## src/rtl/mem_arb_2to1_4b.sv

```systemverilog
// Two-requester arbiter onto one memory port, with in-order response return via an ID FIFO.
// Build option MEM_ARB_FIXED_PRIO_EN: requester 0 always wins unlocked ties (default: round-robin).
module mem_arb_2to1_4b #(
  parameter int unsigned p_max_inflight = 4,
  parameter int unsigned p_opaque_nbits = 8,
  parameter int unsigned p_addr_nbits   = 32,
  parameter int unsigned p_data_nbits   = 32,
  // mem_req_4B_t: type(3) opaque addr len(2) data; mem_resp_4B_t: type(3) opaque test(2) len(2) data
  localparam int unsigned c_req_nbits  = 3 + p_opaque_nbits + p_addr_nbits + 2 + p_data_nbits,
  localparam int unsigned c_resp_nbits = 3 + p_opaque_nbits + 2 + 2 + p_data_nbits
) (
  input  logic                    clk,
  input  logic                    reset,
  input  logic                    req0_val,
  output logic                    req0_rdy,
  input  logic [c_req_nbits-1:0]  req0_msg,
  input  logic                    req1_val,
  output logic                    req1_rdy,
  input  logic [c_req_nbits-1:0]  req1_msg,
  output logic                    resp0_val,
  input  logic                    resp0_rdy,
  output logic [c_resp_nbits-1:0] resp0_msg,
  output logic                    resp1_val,
  input  logic                    resp1_rdy,
  output logic [c_resp_nbits-1:0] resp1_msg,
  output logic                    memreq_val,
  input  logic                    memreq_rdy,
  output logic [c_req_nbits-1:0]  memreq_msg,
  input  logic                    memresp_val,
  output logic                    memresp_rdy,
  input  logic [c_resp_nbits-1:0] memresp_msg
);

  localparam int unsigned c_ptr_nbits = (p_max_inflight > 1) ? $clog2(p_max_inflight) : 1;
  localparam int unsigned c_cnt_nbits = c_ptr_nbits + 1;

  typedef enum logic {ST_OPEN = 1'b0, ST_LOCKED = 1'b1} state_t;

  state_t                 r_state;
  state_t                 w_state_nxt;
  logic                   r_lock_gnt;
  logic                   r_last_grant;
  logic                   r_ids [p_max_inflight];
  logic [c_ptr_nbits-1:0] r_wr_ptr;
  logic [c_ptr_nbits-1:0] r_rd_ptr;
  logic [c_cnt_nbits-1:0] r_count;

  logic w_id_full;
  logic w_id_empty;
  logic w_head;
  logic w_tie_pick;
  logic w_grant;
  logic w_memreq_fire;
  logic w_memresp_fire;

  // Fullness uses the pre-pop count: a same-cycle pop never frees a push slot.
  assign w_id_full  = (r_count == c_cnt_nbits'(p_max_inflight));
  assign w_id_empty = (r_count == '0);
  assign w_head     = r_ids[r_rd_ptr];

`ifdef MEM_ARB_FIXED_PRIO_EN
  assign w_tie_pick = 1'b0;
`else
  assign w_tie_pick = ~r_last_grant;
`endif

  assign memreq_val     = (req0_val | req1_val) & ~w_id_full & ~reset;
  assign memreq_msg     = w_grant ? req1_msg : req0_msg;
  assign req0_rdy       = ~w_grant & memreq_rdy & ~w_id_full & ~reset;
  assign req1_rdy       =  w_grant & memreq_rdy & ~w_id_full & ~reset;
  assign w_memreq_fire  = memreq_val & memreq_rdy;

  assign resp0_val      = memresp_val & ~w_id_empty & ~w_head & ~reset;
  assign resp1_val      = memresp_val & ~w_id_empty &  w_head & ~reset;
  assign resp0_msg      = memresp_msg;
  assign resp1_msg      = memresp_msg;
  assign memresp_rdy    = ~w_id_empty & (w_head ? resp1_rdy : resp0_rdy) & ~reset;
  assign w_memresp_fire = memresp_val & memresp_rdy;

  // Lock FSM: a stalled request keeps its grant until it fires.
  always_comb begin
    w_state_nxt = r_state;
    w_grant     = w_tie_pick;
    if (r_state == ST_LOCKED)       w_grant = r_lock_gnt;
    else if (req0_val && !req1_val) w_grant = 1'b0;
    else if (req1_val && !req0_val) w_grant = 1'b1;
    unique case (r_state)
      ST_OPEN:   if (memreq_val && !memreq_rdy) w_state_nxt = ST_LOCKED;
      ST_LOCKED: if (w_memreq_fire)             w_state_nxt = ST_OPEN;
      default:                                  w_state_nxt = ST_OPEN;
    endcase
  end

  always_ff @(posedge clk or posedge reset) begin
    if (reset) begin
      r_state      <= ST_OPEN;
      r_lock_gnt   <= 1'b0;
      r_last_grant <= 1'b1;
      r_wr_ptr     <= '0;
      r_rd_ptr     <= '0;
      r_count      <= '0;
    end else begin
      r_state <= w_state_nxt;
      if (r_state == ST_OPEN) r_lock_gnt <= w_grant;
      if (w_memreq_fire) begin
        r_last_grant <= w_grant;
        r_wr_ptr     <= r_wr_ptr + c_ptr_nbits'(1);
      end
      if (w_memresp_fire) r_rd_ptr <= r_rd_ptr + c_ptr_nbits'(1);
      r_count <= r_count + c_cnt_nbits'(w_memreq_fire) - c_cnt_nbits'(w_memresp_fire);
    end
  end

  // ID storage needs no reset: only entries between the pointers are ever read.
  always_ff @(posedge clk) begin
    if (w_memreq_fire) r_ids[r_wr_ptr] <= w_grant;
  end

`ifndef SYNTHESIS
  // A response with nothing outstanding is held (memresp_rdy stays low) and flagged here.
  a_resp_when_empty: assert property (@(posedge clk) disable iff (reset) !(memresp_val && w_id_empty));
`endif

endmodule

```

## config.mk

```make
export PLATFORM = sky130hd
export DESIGN_NAME = mem_arb_2to1_4b
export DESIGN_NICKNAME = d
export VERILOG_FILES = /design/src/rtl/mem_arb_2to1_4b.sv
export SDC_FILE = /design/constraint.sdc
export NUM_CORES = 1
export LEC_CHECK = 0
export BUFFER_PORTS_ARGS = -buffer_cell sky130_fd_sc_hd__buf_2
export CORE_AREA = 3 3 150 152
export CTS_CLUSTER_SIZE = 14
export DETAILED_ROUTE_END_ITERATION = 7
export DIE_AREA = 0 0 153 155
export GPL_ROUTABILITY_DRIVEN = 0
export PLACE_DENSITY = 0.5
export SYNTH_ARGS = -nofsm -noshare
export SYNTH_HDL_FRONTEND = slang
export SYNTH_SLANG_ARGS = --single-unit
```

## constraint.sdc

```tcl
create_clock -name clk -period 2.9 [get_ports clk]
set_input_delay 0.435 -clock clk [delete_from_list [all_inputs] [get_ports clk]]
set_output_delay 0.435 -clock clk [all_outputs]
set_load 0.1 [all_outputs]
```

==> results.cfg <==
[power]
p_clk_frac = 0.048
switching_power_uw = 3750
p_int_uw = 1750
pwr-share-comb = 0.886
power.density_nw_per_um2 = 1510
seqPwrFrac = 0.066
ir_drop_mv = 0.551
p_leak_uw = 0.00183
p_sw_frac = 0.682

[logic_synthesis]
async_flop_share = 0.714
avgSynthCellArea_um2 = 10.1
synth.distinct_cells = 29
syn_nets = 460
synth_most_common_cell = buf_4
seq_area_frac_synth = 0.151
synth_top_cell_by_area = mux2_2
yosysTopAreaCellShare = 0.330
synthTopCellsByArea = mux2_2 33%, buf_4 29%, dfrtp_1 9.2%
ys_ff_latch = 14
synthesis.area_um2 = 2460
synth_flop_cell = dfrtp_1
synth_edf_count = 4
synth_top_cells_by_count = 94 x buf_4, 72 x mux2_2, 9 x dfrtp_1
synth_cells = 244
synth_warnings = 0

[placed_design]
dpl.cell_count = 674
placed_area_um2 = 3560
portBuffers = 244
hpwl_um = 9060

[clock_tree]
cts_sinks = 14
cts-resized-gates = 0
cts_buffer_depth = 2
cts.reportedPaths.clkPinSlew_ns = 0.05
clock_latency_ns = 0.24
cts_buffers = 3
cts_root_buffer = clkbuf_16
cts_max_level = 1
cts_setup_buffers = 0
tritoncts = built
cts_hold_buffers = 0

[floorplanning]
fp.dieW_um = 153
pin_count = 386
dieArea_um2 = 23700
initial_core_util = 0.116
die_h_um = 155
core_um2 = 21200
rows = 53

[final_layout]
syn_to_final_growth_pct = 48.0
final_area_um2 = 3640
stdcell_count = 679
nNetsFinal = 620
drive_gt1_frac = 0.854

[routing]
routed_via_density = 3.33
ant_nets = 0
first_iter_violations = 96
routed_wl_um = 9940
num_vias = 2262
wl_per_cell_um = 14.6
post-route-drc-count = 0
dr.pass1.iters = 4

[timing]
layout_min_cycle_time_ns = 2.68
timing_worst_slew_pin_value_ns = 0.524
clock_skew_ns = 0.00413
fin_crit_sh = 0.924
slew_headroom = 0.653
finalSetupViolCount = 0
fmax_mhz = 373
setup_tns_ns = 0
hold_violations = 0
rsz0062_at_grt = no
slew_violations = 0

[worst_setup_path]
crit_path_max_incr_delay_ns = 0.39
required_ns = 2.47
path_class = reg -> out
slowest_stage = maj3_1
critical_path.endpoint_type = output pin
cp_max_fo = 27
crit_path_start_kind = flip-flop
cp.arrival_ns = 2.24
path_cells = maj3_1 -> o21ai_4 -> buf_12 -> buf_4 -> mux2_2 -> buf_2

[global_routing]
grt_use_total = 0.0739
antenna_found_initial = 1
grt_pass1_vias = 2358
grt_pass1_wl_um = 13800
grt_max_degree = 28
overflow = 0

[run]
maxCapViolCount = 0

[status]
status = complete, no violations

[worst_hold_path]
hold_path_class = in -> async
## worst paths after layout
kind                                     startpoint                       end  slack (ns)  depth (start not counted)
min in group clk            r_rd_ptr[1]$_DFFE_PP0P_   r_rd_ptr[1]$_DFFE_PP0P_        0.47                          1
max in group asynchronous                     reset  r_last_grant$_DFFE_PP1P_        2.41                          3
max reg2reg                 r_rd_ptr[0]$_DFFE_PP0P_      r_count[2]$_DFF_PP0_        0.40                          9
max                        r_last_grant$_DFFE_PP1P_            memreq_msg[40]        0.22                          6
min reg2reg                 r_rd_ptr[1]$_DFFE_PP0P_   r_rd_ptr[1]$_DFFE_PP0P_        0.47                          1
min                                           reset      r_count[2]$_DFF_PP0_        0.25                          3
## state kept, by name, summed over array words and instances, names as in the netlist, named ones only
register	flops
r_wr_ptr	2
r_count	3
r_lock_gnt	1
r_rd_ptr	2
r_last_grant	1
r_ids	4
## cells by family after synthesis
kind of cell / after synthesis / synth area share
fa+ha+maj: 8 / 0.0428
flops: 14 / 0.151
buf+inv: 111 / 0.346
simple gates: 21 / 0.0423
xor+xnor: 5 / 0.0178
mux: 81 / 0.384
compound gates: 4 / 0.0158
## metal layers
layer / part of all wire / up-vias / GRT usage
li1: - / 1045 / -
met1: 0.36 / 973 / 0.0830
met2: 0.45 / 227 / 0.116
met3: 0.16 / 17 / 0.0467
met4: 0.024 / 0 / 0.0221
met5: 0 / - / 0
## cell type report
class	instances	area [um2]
fill	2374	17500
timing repair buffer	258	1560
multi-input combinational	119	1250
sequential	14	372
tap	275	344
clock buffer	4	78.8
inverter	8	30.0
antenna	1	2.50
## critical path: cells and delay by family, from the launching register on
| kind | cells | cell delay, ns |
|---|---|---|
| flops | 1 | 0.37 |
| fa+ha+maj | 1 | 0.39 |
| compound gates | 1 | 0.17 |
| buf+inv | 3 | 0.68 |
| mux | 1 | 0.35 |
## cell usage in the layout, fill, tap and decap left out, types with 6 or more instances in the layout
master   instances
buf_12          16
dfrtp_1          9
mux2_2          72
inv_1            8
ha_1             6
buf_4           13
buf_2          229
nor2_1           8
mux2_4           6
## power groups by stage
stage	clock network, uW	logic (uW)	registers (uW)
2_1_floorplan	0	4600	349
3_3_place_gp	0	4880	366
3_5_place_dp	0	4890	368
4_1_cts	268	4900	366
5_1_grt	280	5030	377
6_report	264	4870	364
## per-stage QoR
stage,power (uW),hold WS (ns),setup WS (ns),util
3_3_place_gp,5250,0.470,0.285,0.168
5_1_grt,5690,0.282,0.112,0.172
3_5_place_dp,5260,0.467,0.262,0.168
6_report,5490,0.250,0.220,0.172
4_1_cts,5530,0.255,0.210,0.172
2_1_floorplan,4950,0.290,-0.193,-
(Power assumes the default switching activity.)
